### src/rtl/myo_spi_pkg.sv
// rtl/myo_spi_pkg.sv - shared state type and frame layout for the motor SPI scanner
package myo_spi_pkg;

  typedef enum logic [1:0] {IDLE, SELECT, XFER, GAP} state_t;

  localparam int FRAME_WORDS = 5;

  // Receive word order inside one frame
  localparam logic [2:0] IDX_STATUS = 3'd0;
  localparam logic [2:0] IDX_POS_HI = 3'd1;
  localparam logic [2:0] IDX_POS_LO = 3'd2;
  localparam logic [2:0] IDX_VEL    = 3'd3;
  localparam logic [2:0] IDX_DISP   = 3'd4;

endpackage

### src/rtl/myo_next_enabled.sv
// rtl/myo_next_enabled.sv - lowest set mask bit above cur (or from bit 0 when from_zero)
module myo_next_enabled #(
  parameter int N  = 10,
  parameter int IW = (N > 1) ? $clog2(N) : 1
) (
  input  logic [N-1:0]  mask,
  input  logic [IW-1:0] cur,
  input  logic          from_zero,
  output logic [IW-1:0] idx,
  output logic          found
);

  // Descending scan so the lowest qualifying index is the last one written
  always_comb begin
    idx   = '0;
    found = 1'b0;
    for (int i = N - 1; i >= 0; i--) begin
      if (mask[i] && (from_zero || i > int'(cur))) begin
        idx   = IW'(i);
        found = 1'b1;
      end
    end
  end

endmodule

### src/rtl/myo_spi_scanner.sv
// rtl/myo_spi_scanner.sv - round-robin SPI frame scanner over NUM_MOTORS motor boards
module myo_spi_scanner
  import myo_spi_pkg::*;
#(
  parameter int NUM_MOTORS     = 10,
  parameter int WORD_W         = 16,
  parameter int GAP_CYCLES     = 8,
  parameter int TIMEOUT_CYCLES = 4096,
  localparam int IW = (NUM_MOTORS > 1) ? $clog2(NUM_MOTORS) : 1
) (
  input  logic                         clock,
  input  logic                         reset_n,
  input  logic                         start,
  input  logic                         continuous,
  input  logic [NUM_MOTORS-1:0]        motor_en,
  input  logic [NUM_MOTORS*WORD_W-1:0] pwm_ref,
  input  logic                         di_req,
  input  logic                         wr_ack,
  input  logic                         do_valid,
  input  logic [WORD_W-1:0]            do_i,
  output logic [WORD_W-1:0]            di_o,
  output logic                         wren,
  output logic [NUM_MOTORS-1:0]        ss_n_o,
  output logic [NUM_MOTORS*32-1:0]     position,
  output logic [NUM_MOTORS*WORD_W-1:0] velocity,
  output logic [NUM_MOTORS*WORD_W-1:0] displacement,
  output logic [NUM_MOTORS-1:0]        err_timeout,
  output logic                         frame_done,
  output logic [IW-1:0]                frame_motor,
  output logic                         scan_done,
  output logic                         busy
);

  localparam int TW = $clog2(TIMEOUT_CYCLES + 1);
  localparam int GW = $clog2(GAP_CYCLES + 1);

  state_t                  state, state_nx;
  logic [IW-1:0]           m;
  logic [NUM_MOTORS-1:0]   en_q;
  logic                    cont_q;
  logic [2:0]              tx_idx, rx_idx;
  logic                    wr_pend;
  logic [TW-1:0]           to_cnt;
  logic [GW-1:0]           gap_cnt;
  logic [WORD_W-1:0]       pos_hi, pos_lo, vel_s;
  logic [IW-1:0]           first_idx, next_idx;
  logic                    first_found, next_found;
  logic                    rx_done, timed_out, gap_end;

  myo_next_enabled #(.N(NUM_MOTORS), .IW(IW)) u_first (
    .mask(motor_en), .cur('0), .from_zero(1'b1), .idx(first_idx), .found(first_found)
  );

  myo_next_enabled #(.N(NUM_MOTORS), .IW(IW)) u_next (
    .mask(en_q), .cur(m), .from_zero(1'b0), .idx(next_idx), .found(next_found)
  );

  assign rx_done   = (rx_idx == 3'(FRAME_WORDS));
  assign timed_out = (state == XFER) && !rx_done && !do_valid && (to_cnt == TW'(TIMEOUT_CYCLES - 1));
  assign gap_end   = (state == GAP) && (gap_cnt == GW'(GAP_CYCLES - 1));

  always_comb begin
    state_nx = state;
    ss_n_o   = '1;
    wren     = 1'b0;
    di_o     = '0;
    case (state)
      IDLE: if ((start || continuous) && first_found) state_nx = SELECT;
      SELECT: begin
        ss_n_o[m] = 1'b0;
        state_nx  = XFER;
      end
      XFER: begin
        ss_n_o[m] = 1'b0;
        // wren stays up after di_req drops until the master acknowledges
        wren = (tx_idx < 3'(FRAME_WORDS)) && (di_req || wr_pend);
        if (wren && tx_idx == 3'd0) di_o = pwm_ref[int'(m)*WORD_W +: WORD_W];
        if (rx_done || timed_out) state_nx = GAP;
      end
      GAP: begin
        if (gap_end) begin
          if (next_found)                                  state_nx = SELECT;
          else if (cont_q && continuous && first_found)    state_nx = SELECT;
          else                                             state_nx = IDLE;
        end
      end
      default: state_nx = IDLE;
    endcase
  end

  always_ff @(posedge clock or negedge reset_n) begin
    if (!reset_n) begin
      state        <= IDLE;
      m            <= '0;
      en_q         <= '0;
      cont_q       <= 1'b0;
      tx_idx       <= '0;
      rx_idx       <= '0;
      wr_pend      <= 1'b0;
      to_cnt       <= '0;
      gap_cnt      <= '0;
      pos_hi       <= '0;
      pos_lo       <= '0;
      vel_s        <= '0;
      position     <= '0;
      velocity     <= '0;
      displacement <= '0;
      err_timeout  <= '0;
      frame_done   <= 1'b0;
      frame_motor  <= '0;
      scan_done    <= 1'b0;
      busy         <= 1'b0;
    end else begin
      state      <= state_nx;
      frame_done <= 1'b0;
      scan_done  <= 1'b0;
      case (state)
        IDLE: begin
          if (state_nx == SELECT) begin
            en_q   <= motor_en;
            cont_q <= continuous;
            m      <= first_idx;
            busy   <= 1'b1;
          end
        end
        SELECT: begin
          tx_idx  <= '0;
          rx_idx  <= '0;
          to_cnt  <= '0;
          wr_pend <= 1'b0;
        end
        XFER: begin
          if (wren) begin
            if (wr_ack) begin
              tx_idx  <= tx_idx + 3'd1;
              wr_pend <= 1'b0;
            end else begin
              wr_pend <= 1'b1;
            end
          end
          to_cnt <= do_valid ? '0 : to_cnt + 1'b1;
          if (do_valid && !rx_done) begin
            rx_idx <= rx_idx + 3'd1;
            case (rx_idx)
              IDX_POS_HI: pos_hi <= do_i;
              IDX_POS_LO: pos_lo <= do_i;
              IDX_VEL:    vel_s  <= do_i;
              IDX_DISP: begin
                // All three results land together so readers never see a mixed frame
                position[int'(m)*32 +: 32]         <= {pos_hi, pos_lo};
                velocity[int'(m)*WORD_W +: WORD_W] <= vel_s;
                displacement[int'(m)*WORD_W +: WORD_W] <= do_i;
                err_timeout[m] <= 1'b0;
              end
              default: ;
            endcase
          end
          if (state_nx == GAP) begin
            frame_done  <= 1'b1;
            frame_motor <= m;
            gap_cnt     <= '0;
            if (timed_out) err_timeout[m] <= 1'b1;
          end
        end
        GAP: begin
          if (gap_end) begin
            if (next_found) begin
              m <= next_idx;
            end else begin
              scan_done <= 1'b1;
              if (state_nx == SELECT) begin
                m      <= first_idx;
                en_q   <= motor_en;
                cont_q <= continuous;
              end else begin
                busy <= 1'b0;
              end
            end
          end else begin
            gap_cnt <= gap_cnt + 1'b1;
          end
        end
        default: ;
      endcase
    end
  end

endmodule

### config.mk
export PLATFORM = sky130hd
export DESIGN_NAME = myo_spi_scanner
export DESIGN_NICKNAME = d
export VERILOG_FILES = /design/src/rtl/myo_spi_pkg.sv /design/src/rtl/myo_next_enabled.sv /design/src/rtl/myo_spi_scanner.sv
export SDC_FILE = /design/constraint.sdc
export NUM_CORES = 1
export LEC_CHECK = 0
export BUFFER_PORTS_ARGS = -buffer_cell sky130_fd_sc_hd__buf_2
export CORE_AREA = 2 2 340 342
export DETAILED_ROUTE_END_ITERATION = 6
export DIE_AREA = 0 0 342 344
export GPL_ROUTABILITY_DRIVEN = 0
export PLACE_DENSITY = 0.45
export SYNTH_ARGS = -nofsm -noshare
export SYNTH_HDL_FRONTEND = slang
export SYNTH_HIERARCHICAL = 1
export SYNTH_SLANG_ARGS = --single-unit
### constraint.sdc
create_clock -name clock -period 3.3 [get_ports clock]
set_input_delay 0.33 -clock clock [delete_from_list [all_inputs] [get_ports clock]]
set_output_delay 0.33 -clock clock [all_outputs]
set_load 0.1 [all_outputs]
# Word level (Yosys, flattened, before mapping)
# Index checks and enable logic that the tools add are counted.
[op_classes]
add_sub_neg = 6
order_cmp = 12
eq_ne = 21
n_shift = 6
n_mux = 93
bitwise_logic = 3
n_reduce_logical = 43
[op_table]
columns = ["operator", "count"]
rows = [
  ["bitwise mux 160 bit", 2],
  ["bitwise mux 320 bit", 1],
  ["variable shift 32 x 33 -> 320 bit, first input constant", 1],
  ["variable part select 16 x 33 -> 160 bit", 2],
  ["variable part select 32 x 33 -> 320 bit", 1],
  ["variable shift 16 x 33 -> 160 bit, first input constant", 1],
  ["variable part select 160 x 9 -> 16 bit", 1],
  ["two-way mux 4 bit", 24],
  ["two-way mux 10 bit", 9],
  ["two-way mux 1 bit", 37],
  ["negator 8 -> 33 bit", 1],
  ["negator 9 -> 33 bit", 1],
  ["two-way mux 16 bit", 2],
  ["case mux 13 bit (2 select lines)", 1],
  ["AND reduction 3 bit", 7],
  ["logical AND 1 bit", 20],
  ["case mux 10 bit (2 select lines)", 1],
  ["> comparator 3 x 4 -> 1 bit, first input constant", 4],
  ["case mux 4 bit (2 select lines)", 2],
  ["!= test 2 bit, second input constant", 7],
  ["adder 13 x 1 -> 13 bit, second input constant", 1],
  ["== test 13 x 12 -> 1 bit, second input constant", 1],
  ["two-way mux 13 bit", 1],
  ["case mux 3 bit (2 select lines)", 2],
  ["other kinds (31)", 54],
]
[totals]
reg_bits = 746
input_bits = 193
out_inout_bits = 684

# Logic depth before layout (Yosys ltp)
[logic_depth]
depth_word = 20
mapped_depth = 13
ltp_nobuf = 10

# Cells and area by module
# The synthesis kept the hierarchy.
[modules_own_cells]
columns = ["module", "instances", "cells_per_inst", "area_each_um2"]
rows = [
  ["myo_spi_scanner", 1, 2510, 30794.5],
  ["myo_next_enabled", 2, 40, 237.7],
]

# Worst setup path after synthesis
# OpenSTA, ideal clock, no wires.
[synth_timing]
path_kind = "register -> register"
startpoint = "reg m[0]"
endpoint = "reg displacement[64]"
setup_time_ps = 126
arrival_time_ps = 3139
t_required_ps = 3174
slack_ps = 35
path_stages_with_launch = 14
synth_period_minus_slack_ps = 3265
path_cell_list = "dfrtp_1 -> clkbuf_1 -> buf_2 -> buf_2 -> clkbuf_1 -> nor3_1 -> ha_1 -> nand2_1 -> or2_2 -> clkbuf_1 -> nand2b_1 -> buf_2 -> buf_2 -> mux2_2"
[synth_via]
elab_chain_len = 3
[synth_rtl]
columns = ["item", "line", "source"]
rows = [
  ["start: declaration", "myo_spi_scanner.sv:38", "logic [IW-1:0] m;"],
  ["start signal: assignment", "myo_spi_scanner.sv:122", "m <= first_idx;"],
  ["start signal: assignment", "myo_spi_scanner.sv:168", "m <= next_idx;"],
  ["start signal: assignment", "myo_spi_scanner.sv:172", "m <= first_idx;"],
  ["negator 8 -> 33 bit (*)", "myo_spi_scanner.sv:152", "displacement[int'(m)*WORD_W +: WORD_W] <= do_i;"],
  ["variable part select 16 x 33 -> 160 bit or variable shift 16 x 33 -> 160 bit (tied branches)", "myo_spi_scanner.sv:152", ""],
  ["bitwise mux 160 bit (*)", "myo_spi_scanner.sv:152", ""],
  ["end signal: indexed assignment", "myo_spi_scanner.sv:152", ""],
  ["end: declaration", "myo_spi_scanner.sv:26", "output logic [NUM_MOTORS*WORD_W-1:0] displacement,"],
]
# Mark *: on every way between the ends. The rest lies on a longest branch, timed or not.
# A chain may end at the register's enable or synchronous reset.

# Final worst setup path
[layout_timing]
startpoint = "reg m[0]"
endpoint = "out di_o[0]"
[layout_via]
elab_chain_len = 3
[layout_rtl]
columns = ["item", "line", "source"]
rows = [
  ["variable part select 160 x 9 -> 16 bit", "myo_spi_scanner.sv:77", "if (wren && tx_idx == 3'd0) di_o = pwm_ref[int'(m)*WORD_W +: WORD_W];"],
  ["two-way mux 16 bit", "myo_spi_scanner.sv:77", ""],
  ["two-way mux 16 bit", "myo_spi_scanner.sv:67", "case (state)"],
  ["end: declaration", "myo_spi_scanner.sv:21", "output logic [WORD_W-1:0] di_o,"],
]
# Every way passes these cells.

==> metrics.yaml <==
fin_tns_setup_ps: 0
crit_buf_inv: 2
final_common_cell: "buf_2"
synth_cells: 2590
crit_required_ps: 2970
cp_cell_sequence: "buf_16, mux4_2, mux2i_1, o22ai_1, and2_1, buf_12"
start_util_pct: 27.5
core_area_um2: 114000
fp.dieH_um: 344
slowest_stage: "mux4_2"
cts_root_buf: "clkbuf_16"
grt_max_degree: 129
cts_buffers: 90
first_pass_iters: 5
final_cell_area_um2: 41300
syn_area_per_cell_um2: 12.1
vias: 23754
synthArstFlopShare_pct: 100
worstSetupPathType: "flip-flop to output port"
cts_tree: "built"
grt_first_pass_wirelength_um: 182000
synth_edf_count: 0
p_per_area_nw_per_um2: 688
antenna_found_initial: 15
worst_setup_path_start_kind: "flip-flop"
numPortBuffers: 876
grt_pass1_vias: 23929
synth_warnings: 6
setup_viol: 0
area_growth_pct: 32.0
hpwlAfterDp_um: 95000
use_met2_pct: 34.1
htreeDepth: 3
drive_gt1_share_pct: 44.2
grt_usage_pct: 21.4
clockBufferDepth: 3
finalClockSkew_ps: 28.9
final.period_utilization_pct: 95.6
totalWireLength_um: 129000
chipWidth_um: 342
cp-end-kind: "output port"
nNetsFinal: 3714
detail_route.wl_per_cell_um: 25.4
netlist_area_um2: 31300
ios: 877
max_stage_delay_ps: 590
status: "completed"
holdPathStages: 3
ir_drop_mv: 0.476
crit_path_max_fanout: 50
overflow: 0
rows: 124
ys_ff_latch: 746
ys_types: 62
fill_cells: 11631
r2r_cells: 12
ys_seq_area_share_pct: 59.7
finalHoldViolCount: 0
layout_common_cells: "buf_2, dfrtp_1, nand2_1"
cts.sinks: 746
fin_total_pwr_mw: 28.4
cts.clk_slew.worst_paths_ps: 60
worstMarginPinSlew_ps: 873
r2r_start: "m[2]"
met3_usage_pct: 5.62
clock_latency_ps: 670
place_area_um2: 38000
final_max_slew_viol_count: 0
ant_nets: 0
arrival_ps: 2820
crit_family: "multiplexers"
r2r_slack_ps: 220
r2r-end: "frame_motor[2]"
drc: 0
first_iter_violations: 1124
met1_usage_pct: 28.3
finalCriticalPeriod_ps: 3150
synth-main-ff-cell: "dfrtp_1"
die-area_um2: 118000
min_from: "do_i[9]"
vias_per_cell: 4.66
leakagePower_nw: 21.5
slew_headroom_pct: 41.8
clock.fmax_mhz: 317
hp-class: "input pin to flip-flop"
min_to: "displacement[9]"
rsz0062_at_grt: "no"
drv_cap: 0
busiest_layer: "met2"
-- cell families after synthesis --
group	synth area share (%)
xor+xnor	0.388
compound gates	7.65
other cells	0.0240
buf+inv	2.62
fa+ha+maj	0.720
simple gates	10.2
flops	59.7
mux	18.7
-- per-stage QoR --
stage	setup slack [ps]	hold WS (ps)	instances	util, %
final	145	126	5099	36.2
after global routing	6.39	113	5090	36.2
after CTS	15.5	63.2	5089	36.2
after detailed placement	41.5	358	4909	33.4
after global placement	122	357	4909	33.4
after floorplan	35.0	34.4	2626	-
-- report_power, final --
| group | leakage [nW] | internal, mW | switching, mW |
|---|---|---|---|
| Clock | 1.50 | 6.08 | 4.14 |
| Sequential | 10.3 | 9.62 | 1.00 |
| Combinational | 9.67 | 2.26 | 5.31 |
| Total | 21.5 | 18.0 | 10.4 |
-- what timing repair did --
item	4_1_cts	5_1_grt
gates resized for setup	3	2
setup endpoints to repair	16	22
setup buffers	0	1
hold buffers	13	0
pin swaps	0	1
endpoints found under the hold margin	55	0
-- how the worst max path moves through the flow --
stage,start,end,slack (ps),depth (start not counted)
3_5_place_dp,m[2],en_q[7],40,10
2_1_floorplan,m[0],displacement[64],40,13
6_report,m[0],di_o[0],150,6
5_1_grt,m[0],di_o[0],6,6
3_3_place_gp,m[2],m[3],120,10
4_1_cts,m[2],en_q[7],20,10
-- worst min-delay path, delay by kind of cell --
family | cells | cell delay, ps
AOI/OAI and AO/OA | 1 | 80
buffers and inverters | 1 | 220
and+or+nand+nor | 1 | 100
-- registers in the layout, indices dropped and copies added (netlist names) --
| signal | cells |
|---|---|
| position | 320 |
| displacement | 160 |
| velocity | 160 |
| pos_hi | 16 |
| pos_lo | 16 |
| vel_s | 16 |
| to_cnt | 13 |
| en_q | 10 |
| err_timeout | 10 |
| frame_motor | 4 |
| gap_cnt | 4 |
| m | 4 |
| rx_idx | 3 |
| tx_idx | 3 |
| state | 2 |
| busy | 1 |
| cont_q | 1 |
| frame_done | 1 |
| scan_done | 1 |
| wr_pend | 1 |
-- synthesized netlist by cell type (17+ instances only) --
cell,number,area share [%]
and2_1,84,1.7
buf_2,47,0.75
clkbuf_1,114,1.4
dfrtp_1,746,60
ha_1,18,0.72
inv_1,24,0.29
mux2_2,421,15
mux2i_1,34,1.1
mux4_2,32,2.3
nand2_1,487,5.8
nand3_1,21,0.34
nor2_1,64,0.77
o21ai_0,231,3.7
o22ai_1,17,0.34
o31ai_1,95,2.3
-- per-layer routing --
layer | share of wire (%) | vias to the layer above
li1 | - | 10833
met1 | 44 | 12014
met2 | 46 | 734
met3 | 6.8 | 169
met4 | 3.3 | 4
met5 | 0.023 | -
-- area by class of cell --
cell class                      count  area (µm²)  area share [%]
Sequential cell                   746       18700            45.2
Clock buffer                      135        2700            6.53
Timing Repair Buffer              957        5550            13.4
Multi-Input combinational cell   1682       12000            29.0
Tap cell                         1512        1890            4.58
Antenna cell                        9        22.5          0.0546
Clock inverter                     32         362           0.876
Inverter                           26        97.6           0.236
Power figures use the tool's default switching activity.
